### config.mk
export PLATFORM = sky130hd
export DESIGN_NAME = keypad_digit_ctrl_flat
export DESIGN_NICKNAME = d
export VERILOG_FILES = /design/src/rtl/keypad_digit_ctrl_pkg.sv /design/src/rtl/keypad_digit_ctrl_if.sv /design/src/rtl/keypad_digit_ctrl_tick_divider.sv /design/src/rtl/keypad_digit_ctrl.sv /design/src/flat_wrapper.sv
export SDC_FILE = /design/constraint.sdc
export NUM_CORES = 1
export LEC_CHECK = 0
export BUFFER_PORTS_ARGS = -buffer_cell sky130_fd_sc_hd__clkbuf_2
export CAP_MARGIN = 40
export CORE_MARGIN = 2
export CORE_UTILIZATION = 35
export CTS_CLUSTER_DIAMETER = 60
export CTS_CLUSTER_SIZE = 24
export DETAILED_ROUTE_END_ITERATION = 12
export GPL_TIMING_DRIVEN = 0
export PLACE_DENSITY_LB_ADDON = 0.12
export SETUP_SLACK_MARGIN = 0.4
export SYNTH_ARGS = -nofsm -noshare
export SYNTH_HDL_FRONTEND = slang
export SYNTH_SLANG_ARGS = --single-unit
### constraint.sdc
create_clock -name clk -period 1.8 [get_ports clk]
set_input_delay 0.09 -clock clk [delete_from_list [all_inputs] [get_ports clk]]
set_output_delay 0.09 -clock clk [all_outputs]
set_load 0.02 [all_outputs]
### src/rtl/keypad_digit_ctrl_pkg.sv
// keypad_pkg: shared types and constants for the keypad digit controller.
//   kstate_t     - controller FSM state encoding
//   REPEAT_TICKS - held scan ticks between auto-repeat commits
//   KEY_0..KEY_F - hex codes reported by the 4x4 keypad scanner
package keypad_pkg;

  typedef enum logic [1:0] {
    IDLE     = 2'd0,
    DEBOUNCE = 2'd1,
    COMMIT   = 2'd2,
    WAIT_REL = 2'd3
  } kstate_t;

  localparam int REPEAT_TICKS = 200;

  localparam logic [3:0] KEY_0 = 4'h0;
  localparam logic [3:0] KEY_1 = 4'h1;
  localparam logic [3:0] KEY_2 = 4'h2;
  localparam logic [3:0] KEY_3 = 4'h3;
  localparam logic [3:0] KEY_4 = 4'h4;
  localparam logic [3:0] KEY_5 = 4'h5;
  localparam logic [3:0] KEY_6 = 4'h6;
  localparam logic [3:0] KEY_7 = 4'h7;
  localparam logic [3:0] KEY_8 = 4'h8;
  localparam logic [3:0] KEY_9 = 4'h9;
  localparam logic [3:0] KEY_A = 4'hA;
  localparam logic [3:0] KEY_B = 4'hB;
  localparam logic [3:0] KEY_C = 4'hC;
  localparam logic [3:0] KEY_D = 4'hD;
  localparam logic [3:0] KEY_E = 4'hE;
  localparam logic [3:0] KEY_F = 4'hF;

endpackage

### src/rtl/keypad_digit_ctrl_if.sv
// keypad_digit_if: bundle between the keypad scanner / display and the
// digit controller.
//   key_hex, key_valid, key_held : scanner -> controller
//   scan_en                      : controller -> scanner (scan-rate enable)
//   digit_l, digit_r, new_digit  : committed digit history and commit pulse
//   disp_sel, seg_hex            : display multiplex select and shared digit
//   state                        : controller FSM state (debug observation)
// Signalling: key_* are level signals that are only meaningful in a cycle
// where scan_en=1; there is no back-pressure, every tick is consumed.
// modport slave is the controller, modport master is the scanner/display side.
interface keypad_digit_if;
  import keypad_pkg::*;

  logic [3:0] key_hex;
  logic       key_valid;
  logic       key_held;
  logic       scan_en;
  logic [3:0] digit_l;
  logic [3:0] digit_r;
  logic       new_digit;
  logic       disp_sel;
  logic [3:0] seg_hex;
  kstate_t    state;

  modport slave (
    input  key_hex, key_valid, key_held,
    output scan_en, digit_l, digit_r, new_digit, disp_sel, seg_hex, state
  );

  modport master (
    output key_hex, key_valid, key_held,
    input  scan_en, digit_l, digit_r, new_digit, disp_sel, seg_hex, state
  );

endinterface

### src/rtl/keypad_digit_ctrl_tick_divider.sv
// tick_divider: free-running counter 0..DIV-1; tick is high for the one
// cycle in which the count equals DIV-1, after which the count wraps.
//   clk   - clock
//   reset - synchronous active-low reset (count cleared, tick low)
//   tick  - one-cycle enable pulse every DIV cycles
module tick_divider #(
  parameter int DIV = 4
) (
  input  logic clk,
  input  logic reset,
  output logic tick
);

  localparam int W = (DIV > 1) ? $clog2(DIV) : 1;
  localparam logic [W-1:0] LAST = W'(DIV - 1);

  logic [W-1:0] cnt;

  always_ff @(posedge clk) begin
    if (!reset) begin
      cnt <= '0;
    end else if (cnt == LAST) begin
      cnt <= '0;
    end else begin
      cnt <= cnt + 1'b1;
    end
  end

  assign tick = (cnt == LAST);

endmodule

### src/rtl/keypad_digit_ctrl.sv
// keypad_digit_ctrl: paces the keypad scanner, debounces press and release,
// commits each accepted key into a two-digit history (newest on the right)
// and multiplexes the two digits onto one shared segment decoder.
// Ports:
//   clk   - system clock
//   reset - synchronous active-low reset
//   kif   - keypad_digit_if.slave (key inputs, scan_en, digits, mux, state)
// Parameters: SCAN_DIV (clk per scan tick), DB_CNT (ticks to accept press
// and release), MUX_DIV (clk per display-select toggle).
// Build option: define KEYPAD_REPEAT_EN to auto-repeat a held key every
// REPEAT_TICKS held ticks; otherwise a held key commits once.
module keypad_digit_ctrl
  import keypad_pkg::*;
#(
  parameter int SCAN_DIV = 1000,
  parameter int DB_CNT   = 50,
  parameter int MUX_DIV  = 20000
) (
  input  logic           clk,
  input  logic           reset,
  keypad_digit_if.slave  kif
);

  localparam int CW = $clog2(DB_CNT + 1);
  localparam logic [CW-1:0] CNT_LAST = CW'(DB_CNT - 1);

  logic       scan_tick;
  logic       mux_tick;
  kstate_t    state_q, state_d;
  logic [CW-1:0] cnt_q, cnt_d;
  logic [3:0] cand_q, cand_d;
  logic [3:0] digit_l_q, digit_r_q;
  logic       disp_sel_q;

  tick_divider #(.DIV(SCAN_DIV)) u_scan_div (
    .clk   (clk),
    .reset (reset),
    .tick  (scan_tick)
  );

  tick_divider #(.DIV(MUX_DIV)) u_mux_div (
    .clk   (clk),
    .reset (reset),
    .tick  (mux_tick)
  );

`ifdef KEYPAD_REPEAT_EN
  localparam int RW = $clog2(REPEAT_TICKS);
  localparam logic [RW-1:0] REP_LAST = RW'(REPEAT_TICKS - 1);
  logic [RW-1:0] rep_q, rep_d;

  always_ff @(posedge clk) begin
    if (!reset) rep_q <= '0;
    else        rep_q <= rep_d;
  end
`endif

  always_ff @(posedge clk) begin
    if (!reset) begin
      state_q <= IDLE;
      cnt_q   <= '0;
      cand_q  <= '0;
    end else begin
      state_q <= state_d;
      cnt_q   <= cnt_d;
      cand_q  <= cand_d;
    end
  end

  always_comb begin
    state_d = state_q;
    cnt_d   = cnt_q;
    cand_d  = cand_q;
`ifdef KEYPAD_REPEAT_EN
    rep_d   = rep_q;
`endif
    case (state_q)
      IDLE: begin
        if (scan_tick && kif.key_valid) begin
          cand_d  = kif.key_hex;
          cnt_d   = '0;
          state_d = DEBOUNCE;
        end
      end
      DEBOUNCE: begin
        if (scan_tick) begin
          if (kif.key_held) begin
            if (cnt_q == CNT_LAST) state_d = COMMIT;
            else                   cnt_d   = cnt_q + 1'b1;
          end else begin
            state_d = IDLE;
          end
        end
      end
      COMMIT: begin
        // A tick coinciding with this cycle is deliberately dropped.
        cnt_d   = '0;
        state_d = WAIT_REL;
`ifdef KEYPAD_REPEAT_EN
        rep_d   = '0;
`endif
      end
      WAIT_REL: begin
        if (scan_tick) begin
          if (!kif.key_held) begin
`ifdef KEYPAD_REPEAT_EN
            rep_d = '0;
`endif
            if (cnt_q == CNT_LAST) state_d = IDLE;
            else                   cnt_d   = cnt_q + 1'b1;
          end else begin
            // Any held tick restarts the release debounce.
            cnt_d = '0;
`ifdef KEYPAD_REPEAT_EN
            if (rep_q == REP_LAST) state_d = COMMIT;
            else                   rep_d   = rep_q + 1'b1;
`endif
          end
        end
      end
      default: state_d = IDLE;
    endcase
  end

  // Digits shift on the edge that enters COMMIT, so they change together
  // with new_digit rising (new_digit is decoded from the COMMIT state).
  always_ff @(posedge clk) begin
    if (!reset) begin
      digit_l_q <= '0;
      digit_r_q <= '0;
    end else if (state_d == COMMIT && state_q != COMMIT) begin
      digit_l_q <= digit_r_q;
      digit_r_q <= cand_q;
    end
  end

  always_ff @(posedge clk) begin
    if (!reset)        disp_sel_q <= 1'b0;
    else if (mux_tick) disp_sel_q <= ~disp_sel_q;
  end

  assign kif.scan_en   = scan_tick;
  assign kif.digit_l   = digit_l_q;
  assign kif.digit_r   = digit_r_q;
  assign kif.new_digit = (state_q == COMMIT);
  assign kif.disp_sel  = disp_sel_q;
  assign kif.seg_hex   = disp_sel_q ? digit_l_q : digit_r_q;
  assign kif.state     = state_q;

endmodule

### src/flat_wrapper.sv
// flat-port wrapper written by rule: the top's interface ports become plain ports
module keypad_digit_ctrl_flat import keypad_pkg::*;
#(
  parameter int SCAN_DIV = 1000,
  parameter int DB_CNT   = 50,
  parameter int MUX_DIV  = 20000
)
  (clk, reset, kif_key_hex, kif_key_valid, kif_key_held, kif_scan_en, kif_digit_l, kif_digit_r, kif_new_digit, kif_disp_sel, kif_seg_hex, kif_state);
  keypad_digit_if kif_i ();
  input  logic clk;
  input  logic reset;
  input wire logic [$bits(kif_i.key_hex)-1:0] kif_key_hex;
  input wire logic [$bits(kif_i.key_valid)-1:0] kif_key_valid;
  input wire logic [$bits(kif_i.key_held)-1:0] kif_key_held;
  output wire logic [$bits(kif_i.scan_en)-1:0] kif_scan_en;
  output wire logic [$bits(kif_i.digit_l)-1:0] kif_digit_l;
  output wire logic [$bits(kif_i.digit_r)-1:0] kif_digit_r;
  output wire logic [$bits(kif_i.new_digit)-1:0] kif_new_digit;
  output wire logic [$bits(kif_i.disp_sel)-1:0] kif_disp_sel;
  output wire logic [$bits(kif_i.seg_hex)-1:0] kif_seg_hex;
  output wire logic [$bits(kif_i.state)-1:0] kif_state;
  assign kif_i.key_hex = kif_key_hex;
  assign kif_i.key_valid = kif_key_valid;
  assign kif_i.key_held = kif_key_held;
  assign kif_scan_en = kif_i.scan_en;
  assign kif_digit_l = kif_i.digit_l;
  assign kif_digit_r = kif_i.digit_r;
  assign kif_new_digit = kif_i.new_digit;
  assign kif_disp_sel = kif_i.disp_sel;
  assign kif_seg_hex = kif_i.seg_hex;
  assign kif_state = kif_i.state;
  keypad_digit_ctrl #(.SCAN_DIV(SCAN_DIV), .DB_CNT(DB_CNT), .MUX_DIV(MUX_DIV)) u_core (.clk(clk), .reset(reset), .kif(kif_i));
endmodule
### After elaboration in Yosys (flattened, before gate mapping)

Index checks and enable logic that the tools add are counted.

| word-level totals | value |
|---|---|
| flip-flop bits (word level) | 46 |

| cells by class | value |
|---|---|
| eq/ne operators | 12 |
| reduce and logical (&&, ||, !) cells | 7 |
| bitwise gates (word level) | 2 |
| add/subtract/negate cells | 3 |
| muxes and demuxes | 16 |

Operators by type and width:

| operator | count |
|---|---|
| $mux 6 | 6 |
| $pmux 6 s4 | 1 |
| $add 15x1->15 const B | 1 |
| $eq 15x15->1 const B | 1 |
| $mux 2 | 7 |
| $add 10x1->10 const B | 1 |
| $eq 10x10->1 const B | 1 |
| $pmux 2 s4 | 1 |
| $add 6x1->6 const B | 1 |
| $eq 2x2->1 const B | 3 |
| $eq 6x6->1 const B | 1 |
| $ne 2x1->1 const B | 3 |
| $mux 4 | 1 |
| $ne 2x2->1 const B | 2 |
| $reduce_and 4->1 | 1 |
| $reduce_or 2->1 | 2 |
| $eq 2x1->1 const B | 1 |
| $logic_and 1x1->1 | 2 |
| $logic_not 2->1 | 1 |
| $not 1->1 | 2 |
| $reduce_and 2->1 | 1 |

### Depth between registers and ports, before layout

Gate-level depths: netlist (run 1).

| depth | value |
|---|---|
| depth after elaboration | 7 |
| depth in mapped cells | 6 |

### Modules after synthesis

From an unflattened synthesis (run 1), not the netlist that was laid out.

| unflattened totals | value |
|---|---|
| cells, all modules | 240 |
| area total of the unflattened synthesis | 2,193.4 um2 |

Modules (own cells, without submodules):

| module | cells an instance | instances | area an instance (um2) |
|---|---|---|---|
| keypad_digit_ctrl | 111 | 1 | 1,036.0 |
| tick_divider (u_core.u_mux_div) | 75 | 1 | 679.4 |
| tick_divider (u_core.u_scan_div) | 54 | 1 | 478.0 |

### Worst setup path after synthesis (run 1)

Ideal clock, no wire load.

| timing | value |
|---|---|
| path type | register to register |
| from | register u_core.state_q[1] (netlist: u_core.kif.state[1]) |
| to | register u_core.cand_q[0] |
| cell stages (with the launch flop) | 7 |
| period minus slack after synthesis | 1.735 ns |
| library setup time | 0.128 ns |
| path slack | 0.065 ns |
| required time | 1.672 ns |
| arrival time | 1.608 ns |
| path through | dfxtp_1 > buf_2 > or3b_1 > or4_1 > clkbuf_1 > mux2i_1 > nor2_1 |

| between the ends | value |
|---|---|
| longest elaborated chain between the ends | 2 |

Ends and longest elaborated chain:

| what | line | source |
|---|---|---|
| start, declared | keypad_digit_ctrl.sv:29 | `kstate_t state_q, state_d;` |
| start signal, assigned | keypad_digit_ctrl.sv:64 | `state_q <= state_d;` |
| $logic_not 2->1 | keypad_digit_ctrl.sv:77 | `case (state_q)` |
| $reduce_and 2->1 (no line) | -- |  |
| end signal, assigned | keypad_digit_ctrl.sv:66 | `cand_q <= cand_d;` |
| end, declared | keypad_digit_ctrl.sv:31 | `logic [3:0] cand_q, cand_d;` |

No other way between the ends.
A chain may end at the register's enable or synchronous reset.

### Worst setup path after layout (run 1)

| timing | value |
|---|---|
| from | register u_core.u_scan_div.cnt[1] |
| to | register u_core.cnt_q[1] |

| between the ends | value |
|---|---|
| longest elaborated chain between the ends | 4 |
| elaborated cells on any way between the ends | 6 |
| classes of those cells | eq/ne (4); reduce/logical (2) |

Ends and longest elaborated chain:

| what | line | source |
|---|---|---|
| start, declared | keypad_digit_ctrl_tick_divider.sv:17 | `logic [W-1:0] cnt;` |
| start signal, assigned | keypad_digit_ctrl_tick_divider.sv:25 | `cnt <= cnt + 1'b1;` |
| $eq 10x10->1 * | keypad_digit_ctrl_tick_divider.sv:29 | `assign tick = (cnt == LAST);` |
| $logic_and 1x1->1 | keypad_digit_ctrl.sv:79 | `if (scan_tick && kif.key_valid) begin` |
| $ne 2x1->1 (no line) | -- |  |
| $reduce_and 4->1 (no line) * | -- |  |
| end signal, assigned | keypad_digit_ctrl.sv:65 | `cnt_q <= cnt_d;` |
| end, declared | keypad_digit_ctrl.sv:30 | `logic [CW-1:0] cnt_q, cnt_d;` |

Mark *: on every way between the ends. The rest lies on a longest branch, timed or not.

==> results of run 1 <==
[worst max-delay path, delay by kind of cell, from the launching register on]
kind / cells / cell delay (ps)
compound gates: 1 / 80
fa+ha+maj: 1 / 130
flops: 1 / 360
simple gates: 3 / 1090
[power groups by stage]
stage | clock, mW | combinational, mW | sequential [mW]
global route | 0.706 | 0.110 | 1.04
global placement | 0 | 0.0617 | 1.07
finish | 0.644 | 0.100 | 1.03
CTS | 0.675 | 0.0816 | 1.04
detailed placement | 0 | 0.0612 | 1.07
floorplan | 0 | 0.0377 | 1.06
[worst paths after layout]
check,from,depth (start not counted),to,slack [ps]
hold / removal,kif_key_hex[2],3,u_core.cand_q[2],20
setup reg to reg,u_core.u_scan_div.cnt[1],5,u_core.cnt_q[1],40
setup / recovery,u_core.u_scan_div.cnt[1],5,u_core.cnt_q[1],40
hold reg to reg,u_core.u_mux_div.cnt[0],1,u_core.u_mux_div.cnt[0],450
[metal layers]
layer	track usage [%]	vias up	wire length, µm
met2	26.34	21	2522
li1	-	943	-
met5	0	-	0
met1	18.17	892	2189
met3	3.261	5	135
met4	5.000	0	44
[synth_stat cells, types with 4 or more instances]
cell,count
mux2i_1,12
clkbuf_1,7
and3_1,5
dfxtp_1,46
nand2_1,24
mux2_2,4
a21oi_1,5
nor4_1,4
inv_1,5
xnor2_1,11
nand3_1,8
nand4_1,12
nor2_1,35
ha_1,4
xor2_1,10
[layout make-up]
cell class	instances	area share [%]
clock buffers	5	2.331
well taps	75	3.178
multi-input cells	176	47.58
plain buffers	10	2.669
clock inverters	3	0.7203
inverters	6	0.8475
repair buffers	43	10.08
flip-flops and latches	46	32.58
[state kept, by name (all words and copies together), names as in the netlist]
name,count
u_core.kif.digit_r,4
u_core.u_scan_div.cnt,10
u_core.kif.digit_l,4
u_core.u_mux_div.cnt,15
u_core.kif.disp_sel,1
u_core.kif.state,2
u_core.cand_q,4
u_core.cnt_q,6
[logic make-up (layout without fill, tap and decap cells)]
group,after synthesis,in the layout,share of synthesized area [%]
AO/OA/AOI/OAI,23,23,7.670
XOR/XNOR,21,21,8.606
flip-flops,46,46,43.09
adder cells (fa/ha/maj),4,4,2.342
AND/OR/NAND/NOR,112,112,27.46
buffers and inverters,16,67,3.103
multiplexers,16,16,7.728
[repair_timing]
| action | in CTS | in global routing |
|---|---|---|
| buffers inserted | 12 | 6 |
| endpoints found under the setup margin | 46 | 42 |
| resized for setup | 38 | 45 |
| gates cloned | 0 | 1 |
| pin swaps | 11 | 27 |
[metrics by stage]
step / area, µm² / hold WS [ps] / util (%)
6_report: 2953 / 16.72 / 49.87
3_3_place_gp: 2396 / 325.1 / 40.47
3_5_place_dp: 2396 / 330.0 / 40.47
5_1_grt: 2953 / 36.31 / 49.87
4_1_cts: 2731 / 8.980 / 46.13
2_1_floorplan: 2182 / 233.9 / -
==> results.tsv, run 1 <==
metric	value	unit
syn_nets	250	
row_count	28	
first_global_vias	1733	
synthFlopType	dfxtp_1	
grt_pass1_wl	7907	µm
die_h	82.14	µm
fin_crit	1757	ps
slew_headroom	60.05	%
powerDensity	602.3	nW/µm²
final.fill_count	566	
cp.required	2010	ps
cts_max_path_buffers	2	
dieWidth	82.14	µm
drtAntennaViolNets	0	
layout.cells.most_common	dfxtp_1	
netlist_area	2137	µm²
arrival	1970	ps
setup_tns	0	ps
switching_power	434.5	µW
vias_per_cell	5.113	
pre_cts_ws	-36.68	ps
switching_share	24.43	%
max_freq	0.5691	GHz
synth_seq_cells	46	
p_comb_share	5.6	%
synthToLayoutAreaGrowth	38.17	%
cts_made_buffers	5	
postSynthAreaPerCell	8.979	µm²
hold_viol	0	
cap_violations	0	
globalplace.congestion	0.7696	
clkPwrFrac	36.2	%
place_hpwl	3222	µm
clock_sinks	46	
finalSetupViolCount	0	
place_inst	337	
peakVddDrop	0.3871	mV
antenna_found_initial	0	
grt-ovfl-total	0	
io_buffers	24	
p_seq_share	58.2	%
synth_edf_count	0	
drt_iter0_drc	63	
hp-class	in2reg	
antenna_cells	0	
p_leak	1.253	nW
dr.pass1.iters	4	
cts_tree	built	
critPathMaxFanout	3	
start_util	36.09	%
io_pins	25	
rsz0062_at_grt	yes	
layout.area.seq	962.2	µm²
synthArstFlopShare	0	%
track_usage	15.01	%
yosysSeqAreaShare	43.09	%
yosysWarningCount	0	
status	finished clean	
fin_worst_skew	6.673	ps
multiInputGateArea	1405	µm²
cp-start-kind	flip-flop	
critPathSlowestCell	or4_4	
core_area	5921	µm²
fin_ws	42.96	ps
worst_setup_path_end_kind	flip-flop	
hold_buffers	0	
stdcell_count	364	
finalMaxSlewViolations	0	
wl	4891	µm
vias	1861	
critPathKind	reg2reg	
most-common-layout-cells	dfxtp_1 (29), nor2_1 (27), clkbuf_2 (23)	
die-area	6747	µm²
drc	0	
synthCells	238	
synth_top_area_share	43.09	%
htree_levels	2	
p_int	1.344	mW
clock_latency	300	ps
wl_per_cell	13.44	µm
critPathMaxStageDelay	530	ps
clk_pin_slew_worst_paths	90	ps
num-nets-final	300	
min_period_over_period	97.61	%
worst_pin_slew	599.2	ps
drive_gt1_share	42.21	%
yosysUniqueCellTypes	44	
power	1.779	mW
path_cells	ha_4, nand3b_1, or3_4, or4_4, o311ai_2	
grt_max_degree	16	
yosys-top-cells-area	dfxtp_1 (43%), nor2_1 (6.1%), mux2i_1 (5.6%)	
yosysTopAreaCell	dfxtp_1	
root_buffer	clkbuf_8	
Note: power is estimated with default switching activity, not from simulation.
==> run 2: changes to the inputs <==
==> constraint.sdc (replaced) <==
create_clock -name clk -period 1.8 [get_ports clk]
set_input_delay 0.09 -clock clk [delete_from_list [all_inputs] [get_ports clk]]
set_output_delay 0.09 -clock clk [all_outputs]
set_load 0.01 [all_outputs]
==> run 2 against run 1 <==
Critical path depth is the same. First-iteration DRC count shrank 35%. Non-clock buffer count grew 3. Register-to-register slack gained 30 ps. Setup slack gained 33 ps. Sequential power is essentially flat. Largest power group unchanged. Die area is the same. Clock power grew 21%. Flip-flop and latch count is the same. Utilization grew 0.36 points. Hold slack lost 2.6 ps.
==> results.tsv, run 2 (synthesis results as in run 1) <==
metric	value	unit	change
critPathMaxFanout	4		was 3
cts_made_buffers	5		unchanged
htree_levels	2		unchanged
regMostFlops	u_core.u_mux_div.cnt		unchanged
final.fill_count	562		was 566
status	finished clean		unchanged
clkPwrFrac	40.4	%	was 36.2%
fin_worst_skew	9.575	ps	was 6.673 ps
worst_setup_path_end_kind	flip-flop		unchanged
hold_buffers	0		unchanged
clock_latency	300	ps	about the same
vias_per_cell	5.041		was 5.113
peakVddDrop	0.4029	mV	was 0.3871 mV
p_seq_share	53.9	%	was 58.2%
io_buffers	24		unchanged
wl_per_cell	13.90	µm	was 13.44 µm
wl	5100	µm	was 4891 µm
critPathMaxStageDelay	530	ps	about the same
grt_pass1_wl	8321	µm	was 7907 µm
start_util	36.09	%	unchanged
startpoint	u_core.u_scan_div.cnt[0]		was u_core.u_scan_div.cnt[1]
clock_sinks	46		unchanged
wl_met1	2384	µm	was 2189 µm
p_int	1.493	mW	was 1.344 mW
switching_power	434.0	µW	was 434.5 µW
power	1.927	mW	was 1.779 mW
route.met3.wl	164	µm	was 135 µm
largestRegisters	u_core.u_mux_div.cnt x15, u_core.u_scan_div.cnt x10, u_core.cnt_q x6		unchanged
cap_violations	0		unchanged
switching_share	22.52	%	was 24.43%
hold_viol	0		unchanged
finalMaxSlewViolations	0		unchanged
drive_gt1_share	41.78	%	was 42.21%
place_area	2396	µm²	unchanged
holdWs	14.13	ps	was 16.72 ps
globalplace.congestion	0.7544		was 0.7696
synthToLayoutAreaGrowth	39.17	%	was 38.17%
min_period_over_period	95.80	%	was 97.61%
fin_area	2974	µm²	was 2953 µm²
place_hpwl	3223	µm	was 3222 µm
track_usage	16.31	%	was 15.01%
largest_register_ffs	15		unchanged
drtAntennaViolNets	0		unchanged
p_comb_share	5.7	%	was 5.6%
cts_max_path_buffers	2		unchanged
vias	1850		was 1861
most-common-layout-cells	dfxtp_1 (29), nor2_1 (25), clkbuf_2 (24)		was dfxtp_1 (29), nor2_1 (27), clkbuf_2 (23)
grt_max_degree	15		was 16
root_buffer	clkbuf_8		unchanged
drt_iter0_drc	41		was 63
row_count	28		unchanged
die_h	82.14	µm	unchanged
arrival	1930	ps	was 1970 ps
slew_headroom	52.04	%	was 60.05%
antenna_cells	0		unchanged
max_freq	0.5799	GHz	was 0.5691 GHz
critPathKind	reg2reg		unchanged
drc	0		unchanged
pre_cts_ws	-22.98	ps	was -36.68 ps
critPathSlowestCell	or4_1		was or4_4
layout.cells.most_common	dfxtp_1		unchanged
core_area	5921	µm²	unchanged
antenna_found_initial	0		unchanged
fin_crit	1724	ps	was 1757 ps
p_leak	1.254	nW	was 1.253 nW
first_global_vias	1804		was 1733
rsz0062_at_grt	yes		unchanged
cts_tree	built		unchanged
dieWidth	82.14	µm	unchanged
path_cells	ha_4, nand3b_1, or3_4, or4_1, o311ai_1		was ha_4, nand3b_1, or3_4, or4_4, o311ai_2
worstHoldStart	kif_key_hex[1]		was kif_key_hex[2]
hp-class	in2reg		unchanged
finalSetupViolCount	0		unchanged
cp-start-kind	flip-flop		unchanged
grt-ovfl-total	0		unchanged
dr_wl_met2	2493	µm	was 2522 µm
cp.required	2010	ps	about the same
routed.top_layer	met4		unchanged
num-nets-final	303		was 300
clk_pin_slew_worst_paths	90	ps	about the same
regToRegStartpoint	u_core.u_scan_div.cnt[0]		was u_core.u_scan_div.cnt[1]
powerDensity	647.9	nW/µm²	was 602.3 nW/µm²
io_pins	25		unchanged
fin_ws	75.64	ps	was 42.96 ps
worst_pin_slew	719.5	ps	was 599.2 ps
layout.area.seq	952.2	µm²	was 962.2 µm²
multiInputGateArea	1411	µm²	was 1405 µm²
dr.pass1.iters	4		unchanged
die-area	6747	µm²	unchanged
run 2: per-stage QoR:
stage	setup TNS, ps	util (%)	std cells
CTS	0	47.02	362
global placement	-39.62	40.47	337
floorplan	0	-	238
detailed placement	-28.23	40.47	337
finish	0	50.23	367
global route	0	50.23	367
run 2: layer usage:
layer,vias to the layer above,GRT usage [%]
met5,-,0
met4,0,6.333
met3,4,4.239
met2,23,27.32
met1,871,20.03
li1,952,-
run 2: repair_timing:
item,in CTS,in global routing
pin swaps,11,16
gates resized for setup,35,39
buffers inserted,17,4
gates cloned,0,1
setup endpoints to repair,46,43
run 2: area by class of cell:
cell class / count / share of cell area [%]
flip-flops and latches: 46 / 32.02
well taps: 75 / 3.155
repair buffers: 46 / 10.31
clock inverters: 2 / 1.262
multi-input cells: 176 / 47.45
clock buffers: 6 / 2.440
inverters: 6 / 0.7573
plain buffers: 10 / 2.608
run 2: final timing paths:
kind	end	cells after the start	slack [ps]
worst max-delay path	u_core.cnt_q[1]	5	80
worst min-delay path	u_core.cand_q[1]	3	10
worst max register to register	u_core.cnt_q[1]	5	80
worst min register to register	u_core.kif.digit_r[0]	2	460
run 2: worst max-delay path: cells and delay by family (launching register included):
| kind | cells | cell delay, ps |
|---|---|---|
| adder cells (fa/ha/maj) | 1 | 140 |
| AND/OR/NAND/NOR | 3 | 1060 |
| AO/OA/AOI/OAI | 1 | 90 |
| flip-flops | 1 | 360 |
run 2: power by group through the flow:
stage | combinational (mW) | sequential (mW) | clock, mW
floorplan | 0.0377 | 1.06 | 0
global placement | 0.0619 | 1.07 | 0
detailed placement | 0.0624 | 1.07 | 0
CTS | 0.0861 | 1.04 | 0.802
global route | 0.121 | 1.04 | 0.838
finish | 0.110 | 1.04 | 0.778
==> run 3: changes to the inputs <==
- BUFFER_PORTS_ARGS: -buffer_cell sky130_fd_sc_hd__clkbuf_2 -> -buffer_cell sky130_fd_sc_hd__buf_2
==> run 3 against run 2 <==
The flow now finishes with violations (negative setup slack). Via count is 0.76% lower. Flip-flop and latch count unchanged. Critical path depth unchanged. Cell area shrank 2.8%. Clock power is 19% lower. Highest routed layer unchanged.
==> results.tsv, run 3 (synthesis results as in run 1) <==
metric	value	unit	change
status	finished, violations left		was finished clean
violations	negative setup slack		
finalMaxSlewViolations	0		unchanged
grt_pass1_wl	8314	µm	was 8321 µm
wl	4900	µm	was 5100 µm
layout.cells.most_common	dfxtp_1		unchanged
regMostFlops	u_core.u_mux_div.cnt		unchanged
rsz0062_at_grt	yes		unchanged
stdcell_count	360		was 367
track_usage	16.15	%	was 16.31%
vias_per_cell	5.100		was 5.041
cp.required	2000	ps	was 2010 ps
largestRegisters	u_core.u_mux_div.cnt x15, u_core.u_scan_div.cnt x10, u_core.cnt_q x6		unchanged
path_delay_family	simple AND/OR/NAND/NOR gates		unchanged
htree_levels	2		unchanged
place_inst	337		unchanged
die-area	6747	µm²	unchanged
fin_ws	-26.30	ps	was 75.64 ps
start_util	36.09	%	unchanged
fin_area	2890	µm²	was 2974 µm²
drtAntennaViolNets	0		unchanged
cts_max_path_buffers	2		unchanged
powerDensity	611.5	nW/µm²	was 647.9 nW/µm²
regToRegStartpoint	u_core.u_scan_div.cnt[0]		unchanged
dr.pass1.iters	4		unchanged
fin_crit	1826	ps	was 1724 ps
cp-start-kind	flip-flop		unchanged
final.fill_count	566		was 562
power	1.768	mW	was 1.927 mW
core_area	5921	µm²	unchanged
place_area	2396	µm²	unchanged
worst_pin_slew	738.7	ps	was 719.5 ps
grt_max_degree	15		unchanged
largest_register_ffs	15		unchanged
critPathBufInv	0		unchanged
cap_violations	0		unchanged
p_leak	1.221	nW	was 1.254 nW
cts_made_buffers	5		unchanged
critPathMaxStageDelay	520	ps	was 530 ps
layout.area.seq	954.7	µm²	was 952.2 µm²
root_buffer	clkbuf_8		unchanged
hold_viol	0		unchanged
worstHoldStart	kif_key_hex[1]		unchanged
grt-ovfl-total	0		unchanged
antenna_cells	0		unchanged
path_cells	ha_4, nand3b_1, or3_4, or4_1, o311ai_1		unchanged
worst_setup_path_end_kind	flip-flop		unchanged
arrival	2030	ps	was 1930 ps
pre_cts_ws	-37.02	ps	was -22.98 ps
io_pins	25		unchanged
finish.utilization	48.82	%	was 50.23%
die_h	82.14	µm	unchanged
clk_pin_slew_worst_paths	90	ps	about the same
row_count	28		unchanged
multiInputGateArea	1408	µm²	was 1411 µm²
synthToLayoutAreaGrowth	35.25	%	was 39.17%
hp-class	in2reg		unchanged
cts_tree	built		unchanged
drc	0		unchanged
fin_worst_skew	4.020	ps	was 9.575 ps
drt_iter0_drc	46		was 41
dieWidth	82.14	µm	unchanged
io_buffers	24		unchanged
startpoint	u_core.u_scan_div.cnt[0]		unchanged
critPathMaxFanout	5		was 4
clock_sinks	46		unchanged
most-common-layout-cells	dfxtp_1 (31), buf_2 (26), nor2_1 (21), nand2_1 (21), buf_4 (13)		was dfxtp_1 (29), nor2_1 (25), clkbuf_2 (24)
slew_headroom	50.75	%	was 52.04%
hold_buffers	0		unchanged
peakVddDrop	0.4041	mV	was 0.4029 mV
first_global_vias	1718		was 1804
critPathKind	reg2reg		unchanged
antenna_found_initial	0		unchanged
min_period_over_period	101.5	%	was 95.80%
place_hpwl	3266	µm	was 3223 µm
globalplace.congestion	0.7549		was 0.7544
finalSetupViolCount	1		was 0
critPathSlowestCell	or4_1		unchanged
wl_per_cell	13.61	µm	was 13.90 µm
vias	1836		was 1850
num-nets-final	296		was 303
clock_latency	300	ps	about the same
max_freq	0.5476	GHz	was 0.5799 GHz
drive_gt1_share	39.65	%	was 41.78%
## run 3: changes by cell type in the layout (fill, tap and decap cells not counted), sizes merged
cell / change
clkbuf: -24
bufinv: -1
clkinvlp: -1
buf: +17
clkinv: +2
## run 3: stage by stage
| stage | TNS [ps] | hold WS [ps] |
|---|---|---|
| floorplan | 0 | 233.9 |
| global placement | -34.31 | 326.1 |
| detailed placement | -66.96 | 328.0 |
| CTS | 0 | 10.91 |
| global route | -448.0 | 6.926 |
| finish | -26.30 | 17.65 |
## run 3: report_power, final
group	switching (mW)	total [mW]	leakage, nW	internal [mW]
sequential	0.0155	1.04	0.380	1.02
clock	0.353	0.627	0.0452	0.275
combinational	0.0529	0.100	0.796	0.0471
## run 3: worst paths after layout
check | slack (ps) | end | cells after the start
max reg2reg | -30 | u_core.cnt_q[1] | 5
max | -30 | u_core.cnt_q[1] | 5
min reg2reg | 460 | u_core.u_mux_div.cnt[0] | 1
min | 20 | u_core.cand_q[1] | 3
## run 3: area by class of cell
| cell class | count | area share, % |
|---|---|---|
| Multi-Input combinational cell | 176 | 48.70 |
| Clock inverter | 2 | 0.4762 |
| Buffer | 10 | 2.814 |
| Tap cell | 75 | 3.247 |
| Sequential cell | 46 | 33.03 |
| Inverter | 6 | 0.7792 |
| Clock buffer | 6 | 2.511 |
| Timing Repair Buffer | 39 | 8.442 |
## run 3: per-layer routing
layer	routed length (µm)	GRT usage [%]	share of wire (%)
met2	2336	24.72	48
met1	2394	21.85	49
met5	0	0	0
met3	121	5.217	2.5
met4	47	4.500	0.96
## run 3: worst min-delay path: stages
cell and delay, ps:
buf_2 70, mux2i_1 50, nor2_1 70
## run 3: timing repair
| item | in CTS | in global routing |
|---|---|---|
| setup buffers | 8 | 7 |
| setup endpoints to repair | 46 | 42 |
| pin swaps | 15 | 16 |
| resized for setup | 28 | 51 |
